--- config.mk ---
export PLATFORM = sky130hd
export DESIGN_NAME = bcd_key_encoder
export DESIGN_NICKNAME = d
export VERILOG_FILES = /design/src/rtl/bcd_key_encoder.sv
export SDC_FILE = /design/constraint.sdc
export NUM_CORES = 1
export LEC_CHECK = 0
export CORE_MARGIN = 10
export CORE_UTILIZATION = 53
export DETAILED_ROUTE_END_ITERATION = 8
export PLACE_DENSITY = 0.75
export SETUP_SLACK_MARGIN = 0.4
export SLEW_MARGIN = 20
export SYNTH_ARGS = -nofsm -noshare
export SYNTH_HDL_FRONTEND = slang
export SYNTH_SLANG_ARGS = --single-unit
--- constraint.sdc ---
create_clock -name clk -period 2.33 [get_ports clk]
set_input_delay 0.466 -clock clk [delete_from_list [all_inputs] [get_ports clk]]
set_output_delay 0.466 -clock clk [all_outputs]
set_load 0.02 [all_outputs]
--- src/rtl/bcd_key_encoder.sv ---
// bcd_key_encoder: nine raw key lines (digits 1..9) -> debounced, priority
// encoded BCD codes delivered through a 2-entry first-word-fall-through FIFO.
// Optional feature macro: BCD_ENC_PARITY_EN adds out_par (odd parity over
// {out_par, out_bcd}) stored alongside each FIFO entry.
module bcd_key_encoder #(
    parameter int DEBOUNCE_CYCLES = 16
) (
    input  logic       clk,
    input  logic       rst_n,
    input  logic [8:0] keys,
    output logic       out_valid,
    input  logic       out_ready,
    output logic [3:0] out_bcd,
    output logic       out_multi,
    output logic       overflow
`ifdef BCD_ENC_PARITY_EN
    ,
    output logic       out_par
`endif
);

`ifdef BCD_ENC_PARITY_EN
    localparam int EW = 6;
`else
    localparam int EW = 5;
`endif

    localparam logic [15:0] CNT_LAST = 16'(DEBOUNCE_CYCLES - 1);

    typedef enum logic [1:0] {
        IDLE     = 2'd0,
        DEBOUNCE = 2'd1,
        RELEASE  = 2'd2
    } state_t;

    logic [8:0]    key_meta, key_s;
    state_t        state_q, state_d;
    logic [8:0]    snap_q, snap_d;
    logic [15:0]   cnt_q, cnt_d;
    logic          emit;
    logic [3:0]    enc_bcd;
    logic          enc_multi;
    logic [EW-1:0] din;
    logic [EW-1:0] head_q, tail_q;
    logic [1:0]    count_q;
    logic          pop, push_ok;

    // Two-flop synchronizer for the asynchronous key lines
    always_ff @(posedge clk) begin
        if (!rst_n) begin
            key_meta <= '0;
            key_s    <= '0;
        end else begin
            key_meta <= keys;
            key_s    <= key_meta;
        end
    end

    // Press/release FSM state register
    always_ff @(posedge clk) begin
        if (!rst_n) begin
            state_q <= IDLE;
            snap_q  <= '0;
            cnt_q   <= '0;
        end else begin
            state_q <= state_d;
            snap_q  <= snap_d;
            cnt_q   <= cnt_d;
        end
    end

    // Next-state logic: debounce a pattern, emit once, then wait for full release
    always_comb begin
        state_d = state_q;
        snap_d  = snap_q;
        cnt_d   = cnt_q;
        emit    = 1'b0;
        case (state_q)
            IDLE: begin
                if (key_s != '0) begin
                    snap_d  = key_s;
                    cnt_d   = '0;
                    state_d = DEBOUNCE;
                end
            end
            DEBOUNCE: begin
                if (key_s == '0) begin
                    state_d = IDLE;
                end else if (key_s != snap_q) begin
                    snap_d = key_s;
                    cnt_d  = '0;
                end else if (cnt_q == CNT_LAST) begin
                    emit    = 1'b1;
                    cnt_d   = '0;
                    state_d = RELEASE;
                end else begin
                    cnt_d = cnt_q + 16'd1;
                end
            end
            RELEASE: begin
                // Keys still down (including newly added ones) restart the quiet timer
                if (key_s != '0) begin
                    cnt_d = '0;
                end else if (cnt_q == CNT_LAST) begin
                    state_d = IDLE;
                end else begin
                    cnt_d = cnt_q + 16'd1;
                end
            end
            default: begin
                state_d = IDLE;
                cnt_d   = '0;
            end
        endcase
    end

    // Priority encoder: highest pressed digit wins; flag when more than one key is down
    always_comb begin
        enc_bcd = 4'd0;
        for (int i = 0; i < 9; i++) begin
            if (snap_q[i]) enc_bcd = 4'(i + 1);
        end
        enc_multi = |(snap_q & (snap_q - 9'd1));
    end

`ifdef BCD_ENC_PARITY_EN
    assign din = {~^enc_bcd, enc_multi, enc_bcd};
`else
    assign din = {enc_multi, enc_bcd};
`endif

    assign out_valid = (count_q != 2'd0);
    assign pop       = out_valid && out_ready;
    assign push_ok   = emit && ((count_q != 2'd2) || pop);

    // Two-entry FWFT FIFO: head_q drives the outputs directly, tail_q is the second slot
    always_ff @(posedge clk) begin
        if (!rst_n) begin
            count_q  <= 2'd0;
            head_q   <= '0;
            tail_q   <= '0;
            overflow <= 1'b0;
        end else begin
            overflow <= emit && !push_ok;
            case (count_q)
                2'd0: begin
                    if (push_ok) begin
                        head_q  <= din;
                        count_q <= 2'd1;
                    end
                end
                2'd1: begin
                    if (push_ok && pop) begin
                        head_q <= din;
                    end else if (push_ok) begin
                        tail_q  <= din;
                        count_q <= 2'd2;
                    end else if (pop) begin
                        count_q <= 2'd0;
                    end
                end
                2'd2: begin
                    if (pop) begin
                        head_q <= tail_q;
                        if (push_ok) tail_q <= din;
                        else         count_q <= 2'd1;
                    end
                end
                default: count_q <= 2'd0;
            endcase
        end
    end

    assign out_bcd   = head_q[3:0];
    assign out_multi = head_q[4];
`ifdef BCD_ENC_PARITY_EN
    assign out_par   = head_q[5];
`endif

endmodule
# Word level (Yosys, flattened, before mapping)
# Cells that the tools add are included.
[word_totals]
out_inout_bits = 7
ff_bits = 58
word_cells = 100
[classes]
n_mux = 46
n_addsub = 2
bitwise_logic = 1
n_eq_ne = 21
reduce_logical = 21
[ops]
columns = ["cell", "n"]
rows = [
  ["two-way mux 16 bit", 6],
  ["one-hot mux 16 bit (3 select lines)", 1],
  ["two-way mux 4 bit", 8],
  ["two-way mux 5 bit", 6],
  ["two-way mux 9 bit", 3],
  ["two-way mux 2 bit", 12],
  ["inequality test 2 bit (second input constant)", 11],
  ["one-hot mux 9 bit (2 select lines)", 1],
  ["adder 16 x 1 -> 16 bit (second input constant)", 1],
  ["equality test 16 x 4 -> 1 bit (second input constant)", 1],
  ["one-hot mux 5 bit (3 select lines)", 1],
  ["inequality test 3 bit (second input constant)", 4],
  ["one-hot mux 2 bit (3 select lines)", 2],
  ["one-hot mux 5 bit (2 select lines)", 1],
  ["AND reduction 5 bit", 2],
  ["bitwise AND 9 bit", 1],
  ["zero test 9 bit", 1],
  ["inequality test 9 bit", 1],
  ["nonzero test 9 bit", 1],
  ["OR reduction 9 bit", 1],
  ["subtractor 9 x 1 -> 9 bit (second input constant)", 1],
  ["AND reduction 4 bit", 2],
  ["AND reduction 3 bit", 2],
  ["nonzero test 2 bit", 3],
  ["8 further kinds", 18],
]

# Logic depth before layout (Yosys ltp)
# Gate-level depths: netlist of run 1.
[logic_depth]
word_depth = 12
ltp_mapped = 8
mapped_depth_nobuf = 7

# Worst setup path before layout of run 1
# No wires, ideal clock.
[synth_timing]
kind = "flip-flop to flip-flop"
start = "reg state_q[0]"
end = "reg cnt_q[10]"
stages_incl_launch_ff = 9
slack_ps = 37
setup_ps = 87
t_arrival_ps = 2206
period_less_slack_ps = 2293
cell_sequence = "dfxtp_1 > inv_1 > ha_1 > or2_2 > nand4_1 > o2111ai_2 > buf_6 > or3_1 > a221oi_2"
[synth_via]
elab_chain_cells = 3
elab_cells_between_ends = 8
classes_between = "5 x eq/ne; 1 x mux; 2 x reduce/logical"
[synth_rtl]
columns = ["item", "line", "source"]
rows = [
  ["start: declaration", "37", "state_t state_q, state_d;"],
  ["start signal: assignment", "66", "state_q <= state_d;"],
  ["equality test 2 bit, or another cell as far along", "78", "case (state_q)"],
  ["inequality test 3 bit (no source line) or inequality test 2 bit (tied branches)", "--", ""],
  ["AND reduction 3 bit (no source line)", "--", ""],
  ["end signal: assignment", "68", "cnt_q <= cnt_d;"],
  ["end: declaration", "39", "logic [15:0] cnt_q, cnt_d;"],
]
# Parallel ways exist; a longest one is shown, timed or not.
# A chain may end at the register's enable or synchronous reset.

# Worst setup path in the final report of run 1
[layout_timing]
start = "reg cnt_q[9]"
end = "reg head_q[2]"
[layout_via]
elab_chain_cells = 9
elab_cells_between_ends = 10
classes_between = "3 x eq/ne; 4 x mux; 3 x reduce/logical"
[layout_rtl]
columns = ["item", "line", "source"]
rows = [
  ["equality test 16 x 4 -> 1 bit *", "92", "end else if (cnt_q == CNT_LAST) begin"],
  ["two-way mux 1 bit *", "92", ""],
  ["two-way mux 1 bit *", "89", "end else if (key_s != snap_q) begin"],
  ["two-way mux 1 bit *", "87", "if (key_s == '0) begin"],
  ["two-way mux 1 bit *", "78", ""],
  ["logical AND 1 bit *", "134", "assign push_ok = emit && ((count_q != 2'd2) || pop);"],
  ["logical AND 1 bit", "153", "if (push_ok && pop) begin"],
  ["inequality test 2 bit (no source line)", "--", ""],
  ["AND reduction 4 bit (no source line) *", "--", ""],
  ["end signal: assignment", "148", "head_q <= din;"],
  ["end signal: assignment", "154", "head_q <= din;"],
  ["end signal: assignment", "164", "head_q <= tail_q;"],
  ["end: declaration", "44", "logic [EW-1:0] head_q, tail_q;"],
]
# Mark *: on every way between the ends. The rest lies on a longest branch, timed or not.

==> results.yml, run 1 <==
status:
  status: "complete, no violations"
cts:
  worstSkewPairLatency_ns: 0.34
  hold_buffers: 0
  root_buffer: "clkbuf_8"
  h-tree-depth: 3
  cts_buffer_depth: 2
  cts_sinks: 58
  clk_pin_slew_ns: 0.07
  numCtsBuffers: 9
  cts_tree: "yes"
synth:
  synthArstFlopShare_pct: 0
  synth_ff_type: "dfxtp_1"
  syn_nets: 339
  syn_area_per_cell_um2: 9.312
  ys_warn_count: 0
  synth_simple_gate_area_share_pct: 23.75
  yosysUniqueCellTypes: 59
  synth_top_family_by_area: "simple AND/OR/NAND/NOR gates"
  muxShareOfSynthArea_pct: 4.368
  synth_top_area_share_pct: 38.60
  synth_area_leader_cell: "dfxtp_1"
  synth-xor-area-share_pct: 3.203
  synth_edf_count: 0
  synthAdderAreaFrac_pct: 1.997
  yosysSeqAreaShare_pct: 38.60
  syn_area_mm2: 0.003008
  synth_compound_area_share_pct: 23.21
  synthTopCellsByArea: "dfxtp_1, a221oi_2, and2_1, mux2i_1, xor2_1"
  yosys_register_bits: 58
  synthCells: 323
cells_and_area:
  final_cells: 437
  final_nets: 376
  fillers: 425
  drive_above_1_share_pct: 30.14
  syn_to_final_growth_pct: 27.54
  regArea_mm2: 0.001174
  diodes: 0
  multi_input_area_mm2: 0.001876
min_path:
  hold_class: "reg -> reg"
power:
  powerDensity_mw_per_mm2: 622.3
  power.leakage_uw: 0.001364
  worst_ir_drop_vdd_mv: 0.3424
worst_setup_path:
  path_cells: "or4_4, or4_4, nor2_4, a41oi_4, mux2_4"
  criticalPathCategory: "reg -> reg"
  cp_slowest_stage_delay_ns: 0.62
  worstPathMaxFanout: 5
  critPathArrivalTime_ns: 2.52
  end_kind: "flop"
  slowest_stage: "or4_4"
  critPathRequiredTime_ns: 2.56
  startpoint_type: "flop"
  r2r_setup_slack_ns: 0.04
  cpMostUsedCell: "or4_4"
placed_design:
  gp_congestion: 0.8800
  dp_cells: 413
  port_buffers: 18
  dp_hpwl_um: 4659
grt:
  grt_pass1_wl_um: 11700
  grt_start_max_net_pins: 50
  grt_usage_pct: 16.07
  antenna_found_initial: 0
  grt-ovfl-total: 0
  first_global_vias: 2512
sta:
  hold_viol_final: 0
  tns_ns: 0
  slew-limit-headroom_pct: 52.37
  finalSetupViolCount: 0
  skew_ns: 0.008365
  fmax_mhz: 437.0
  fin_crit_sh_pct: 98.21
  period_needed_ns: 2.288
  grt_setup_unrepaired: "true"
  slew_violations: 0
  tightestPinTransition_ns: 0.7125
floorplanning:
  die_x_um: 95.34
  die_y_um: 95.34
  die_area_mm2: 0.009089
  coreArea_mm2: 0.005507
  io_pins: 19
  fp-row-count: 27
  initial_core_util_pct: 54.62
flow_run:
  maxCapViolCount: 0
routing:
  vias: 2572
  drt_wl_total_um: 7035
  drtIter0Drc: 180
  drtAntennaViolNets: 0
  drcViolationCount: 0
  vias_per_cell: 5.886
  wire_per_inst_um: 16.10
  firstDrtPassIters: 5
==> logic make-up after synthesis <==
group	Yosys count
and+or+nand+nor	125
xor gates and xnor gates	11
adders and majority gates	5
muxes	13
DFF	58
buffers and inverters	34
AOI/OAI and AO/OA	77
==> layer usage <==
layer,GRT usage (%),share of wire [%]
met1,18.72,44
met2,27.73,51
met3,2.749,4.0
met4,8.105,1.0
met5,0,0
==> synth_stat cells (8+ instances only) <==
cell and number:
nor2_1 12, nand3_1 9, or4_1 8, clkbuf_1 19, or3_1 9, nand4_1 8
inv_1 12, dfxtp_1 58, o21ai_0 11, nand2_1 25, a221oi_2 13, mux2i_1 12
nor3_1 8, and2_1 20, xor2_1 11
==> layout by cell type, fill, tap and decap left out, drive strengths merged, types with 2 or more instances in the layout <==
| cell | Yosys | final |
|---|---|---|
| nand4 | 8 | 8 |
| nand2b | 3 | 3 |
| nand2 | 25 | 25 |
| o21ai | 20 | 20 |
| a211oi | 4 | 4 |
| a211o | 2 | 2 |
| clkbuf | 19 | 10 |
| o21bai | 2 | 2 |
| a41oi | 2 | 2 |
| or2 | 3 | 3 |
| or4 | 10 | 10 |
| clkinv | 0 | 2 |
| a32o | 4 | 4 |
| o211ai | 2 | 2 |
| clkdlybuf4s50 | 0 | 17 |
| o21a | 2 | 2 |
| nor4 | 5 | 5 |
| xor2 | 11 | 11 |
| o31ai | 6 | 6 |
| nor2 | 13 | 13 |
| a221oi | 13 | 13 |
| nand4b | 2 | 2 |
| o2111ai | 4 | 4 |
| buf | 3 | 30 |
| and2 | 21 | 21 |
| nor3 | 8 | 8 |
| inv | 12 | 12 |
| ha | 4 | 4 |
| and3 | 4 | 4 |
| or3 | 9 | 9 |
| nand3 | 10 | 10 |
| dfxtp | 58 | 58 |
| mux2i | 12 | 12 |
| clkinvlp | 0 | 3 |
| a21oi | 7 | 7 |
==> metrics by stage <==
| step | hold slack, ns | power (µW) | util [%] | area [µm²] | worst slack [ns] |
|---|---|---|---|---|---|
| 2_1_floorplan | 0.4119 | 1319 | - | 3034 | 0.09792 |
| 3_3_place_gp | 0.4136 | 1408 | 61.62 | 3393 | 0.1056 |
| 3_5_place_dp | 0.4203 | 1417 | 61.62 | 3393 | 0.02531 |
| 4_1_cts | 0.4361 | 2371 | 67.05 | 3692 | 0.06935 |
| 5_1_grt | 0.4588 | 2475 | 69.67 | 3836 | -0.01300 |
| 6_report | 0.4332 | 2387 | 69.67 | 3836 | 0.04175 |
==> registers in the layout (all words and copies together), names as in the netlist <==
signal	cells
head_q	5
snap_q	9
key_meta	9
tail_q	5
count_q	2
key_s	9
cnt_q	16
overflow	1
state_q	2
==> report_power, final <==
| group | switching [µW] | internal [µW] |
|---|---|---|
| registers | 31.6 | 1020 |
| logic | 214 | 167 |
| clock network | 431 | 522 |
| total | 677 | 1710 |
==> layout make-up <==
class / count / area share (%)
multi-input cells: 231 / 48.89
flip-flops and latches: 58 / 30.59
repair buffers: 48 / 11.68
clock buffers: 10 / 3.588
well taps: 72 / 2.348
clock inverters: 6 / 1.729
inverters: 12 / 1.174
==> final timing paths <==
| path | cells after the start | start | end |
|---|---|---|---|
| max | 5 | cnt_q[9] | head_q[2] |
| min | 1 | key_meta[1] | key_s[1] |
| max reg2reg | 5 | cnt_q[9] | head_q[2] |
| min reg2reg | 1 | key_meta[1] | key_s[1] |
==> timing repair <==
action                                  in CTS  in global routing
endpoints found under the setup margin      31                 40
pin swaps                                   16                 12
endpoints found under the hold margin        0                  0
setup buffers                                7                  1
gates resized for setup                     12                 31
==> worst max-delay path, delay by kind of cell (launching register included) <==
family / cells / cell delay [ns]
DFF: 1 / 0.32
muxes: 1 / 0.33
and+or+nand+nor: 3 / 1.38
AOI/OAI and AO/OA: 1 / 0.15
No activity file was read; power rests on OpenSTA's default activity.
==> run 2: changes to the inputs <==
--- a/config.mk
+++ b/config.mk
@@ -5,10 +5,12 @@
 export SDC_FILE = /design/constraint.sdc
 export NUM_CORES = 1
 export LEC_CHECK = 0
+export CELL_PAD_IN_SITES_DETAIL_PLACEMENT = 1
+export CELL_PAD_IN_SITES_GLOBAL_PLACEMENT = 1
 export CORE_MARGIN = 10
-export CORE_UTILIZATION = 53
+export CORE_UTILIZATION = 41
 export DETAILED_ROUTE_END_ITERATION = 8
-export PLACE_DENSITY = 0.75
+export PLACE_DENSITY_LB_ADDON = 0.1
 export SETUP_SLACK_MARGIN = 0.4
 export SLEW_MARGIN = 20
 export SYNTH_ARGS = -nofsm -noshare
==> run 2 against run 1 <==
Non-clock buffer count up 5. Count of clock-buffer cells in the layout fell by 1. Clock skew is essentially flat. Utilization shrank 16 points. Design area rose by 0.62%. Die area grew 23%. Cell count grew 7.3%. First-iteration DRC count is 66% lower. Worst setup slack gained 0.057 ns. Combinational power increased by 7.1%.
==> results.yml, run 2 (synthesized netlist as in run 1, its figures left out) <==
cells_and_area:
  largest-register: "cnt_q"
  diodes: 0
  syn_to_final_growth_pct: 28.33
  largest_register_ffs: 16
  final_cells: 469
  final_nets: 381
  utilization_pct: 53.79
  mostFrequentLayoutCell: "dfxtp_1"
  drive_above_1_share_pct: 30.27
  final_cell_mix: "dfxtp_1, buf_4, nand2_1"
floorplanning:
  coreArea_mm2: 0.007176
  io_pins: 19
  die_area_mm2: 0.01116
  die_x_um: 105.7
  initial_core_util_pct: 41.92
  die_y_um: 105.7
  fp-row-count: 31
routing:
  drtAntennaViolNets: 0
  drtIter0Drc: 61
  vias: 2587
  firstDrtPassIters: 4
  drcViolationCount: 0
  vias_per_cell: 5.516
  drt_wl_total_um: 7794
  wire_per_inst_um: 16.62
power:
  powerDensity_mw_per_mm2: 652.0
  power.leakage_uw: 0.001394
  worst_ir_drop_vdd_mv: 0.2546
grt:
  grt_usage_pct: 14.75
  grt-ovfl-total: 0
  grt_pass1_wl_um: 13720
  antenna_found_initial: 0
  first_global_vias: 2807
  grt_start_max_net_pins: 50
sta:
  tightestPinTransition_ns: 0.6363
  fmax_mhz: 448.2
  period_needed_ns: 2.231
  slew-limit-headroom_pct: 57.49
  slew_violations: 0
  finalSetupViolCount: 0
  tns_ns: 0
  hold_slack_ns: 0.4370
  grt_setup_unrepaired: "true"
  skew_ns: 0.008215
  hold_viol_final: 0
  fin_crit_sh_pct: 95.76
placed_design:
  port_buffers: 18
  dp_cells: 443
  gp_congestion: 0.7891
  dp_hpwl_um: 5383
worst_setup_path:
  rr_startpoint: "cnt_q[4]"
  crit_end: "head_q[2]"
  end_kind: "flop"
  r2r_end: "head_q[2]"
  criticalPathCategory: "reg -> reg"
  critPathArrivalTime_ns: 2.46
  ff2ff_path_depth: 5
  critPathRequiredTime_ns: 2.55
  setup.worst_path.start: "cnt_q[4]"
  worstPathMaxFanout: 5
  startpoint_type: "flop"
  r2r_setup_slack_ns: 0.1
flow_run:
  maxCapViolCount: 0
cts:
  cts_sinks: 58
  clk_pin_slew_ns: 0.07
  h-tree-depth: 3
  numCtsBuffers: 9
  cts_buffer_depth: 2
  cts_tree: "yes"
  root_buffer: "clkbuf_8"
  worstSkewPairLatency_ns: 0.34
min_path:
  hold_class: "reg -> reg"
status:
  status: "complete, no violations"
run 2: cell count changes in the layout (fill, tap and decap cells not counted), sizes merged:
cell	change
buf	+5
clkinvlp	-2
bufinv	+1
clkbuf	-1
clkinv	+1
inv	+1
run 2: power breakdown:
group          internal (µW)  leakage (µW)  switching, µW
Sequential              1020      0.000477           29.2
Clock                    611      0.000110            446
Combinational            184      0.000807            224
run 2: area by class of cell:
type | instances | area [µm²]
Inverter | 12 | 45.04
Timing Repair Buffer | 53 | 486.7
Sequential cell | 58 | 1177
Tap cell | 99 | 123.9
Clock inverter | 7 | 102.6
Clock buffer | 9 | 123.9
Fill cell | 800 | 3316
Multi-Input combinational cell | 231 | 1800
run 2: routing by layer:
layer  vias to the layer above  share of wire [%]  GRT usage, %
met5                         -                  0             0
li1                       1287                  -             -
met3                         8                2.3         4.263
met4                         0                1.0         4.255
met1                      1273                 44         16.42
met2                        19                 52         26.55
run 2: critical path, stage by stage (launching register included):
cell and delay [ns]:
dfxtp_2 0.32, or4_4 0.55, or4_4 0.56, nor2_4 0.20, a41oi_4 0.16, mux2_4 0.33
run 2: worst min-delay path by stage:
stage	from	end	slack, ns	depth (start not counted)
2_1_floorplan	key_meta[0]	key_s[0]	0.41	1
3_3_place_gp	key_meta[3]	key_s[3]	0.42	1
3_5_place_dp	key_meta[3]	key_s[3]	0.42	1
4_1_cts	key_meta[2]	key_s[2]	0.44	1
5_1_grt	key_meta[8]	key_s[8]	0.46	1
6_report	key_meta[8]	key_s[8]	0.44	1
run 2: per-stage QoR:
stage / setup slack (ns) / area [µm²] / power (µW)
floorplan: 0.09792 / 3034 / 1319
global placement: 0.1007 / 3462 / 1427
detailed placement: 0.06673 / 3462 / 1436
CTS: 0.1049 / 3781 / 2536
global route: 0.01278 / 3860 / 2638
finish: 0.09873 / 3860 / 2517
run 2: what timing repair did:
item | 4_1_cts | 5_1_grt
buffers inserted | 7 | 3
hold buffers | 0 | 0
pin swaps | 10 | 8
gates resized for setup | 17 | 16
setup endpoints to repair | 41 | 40
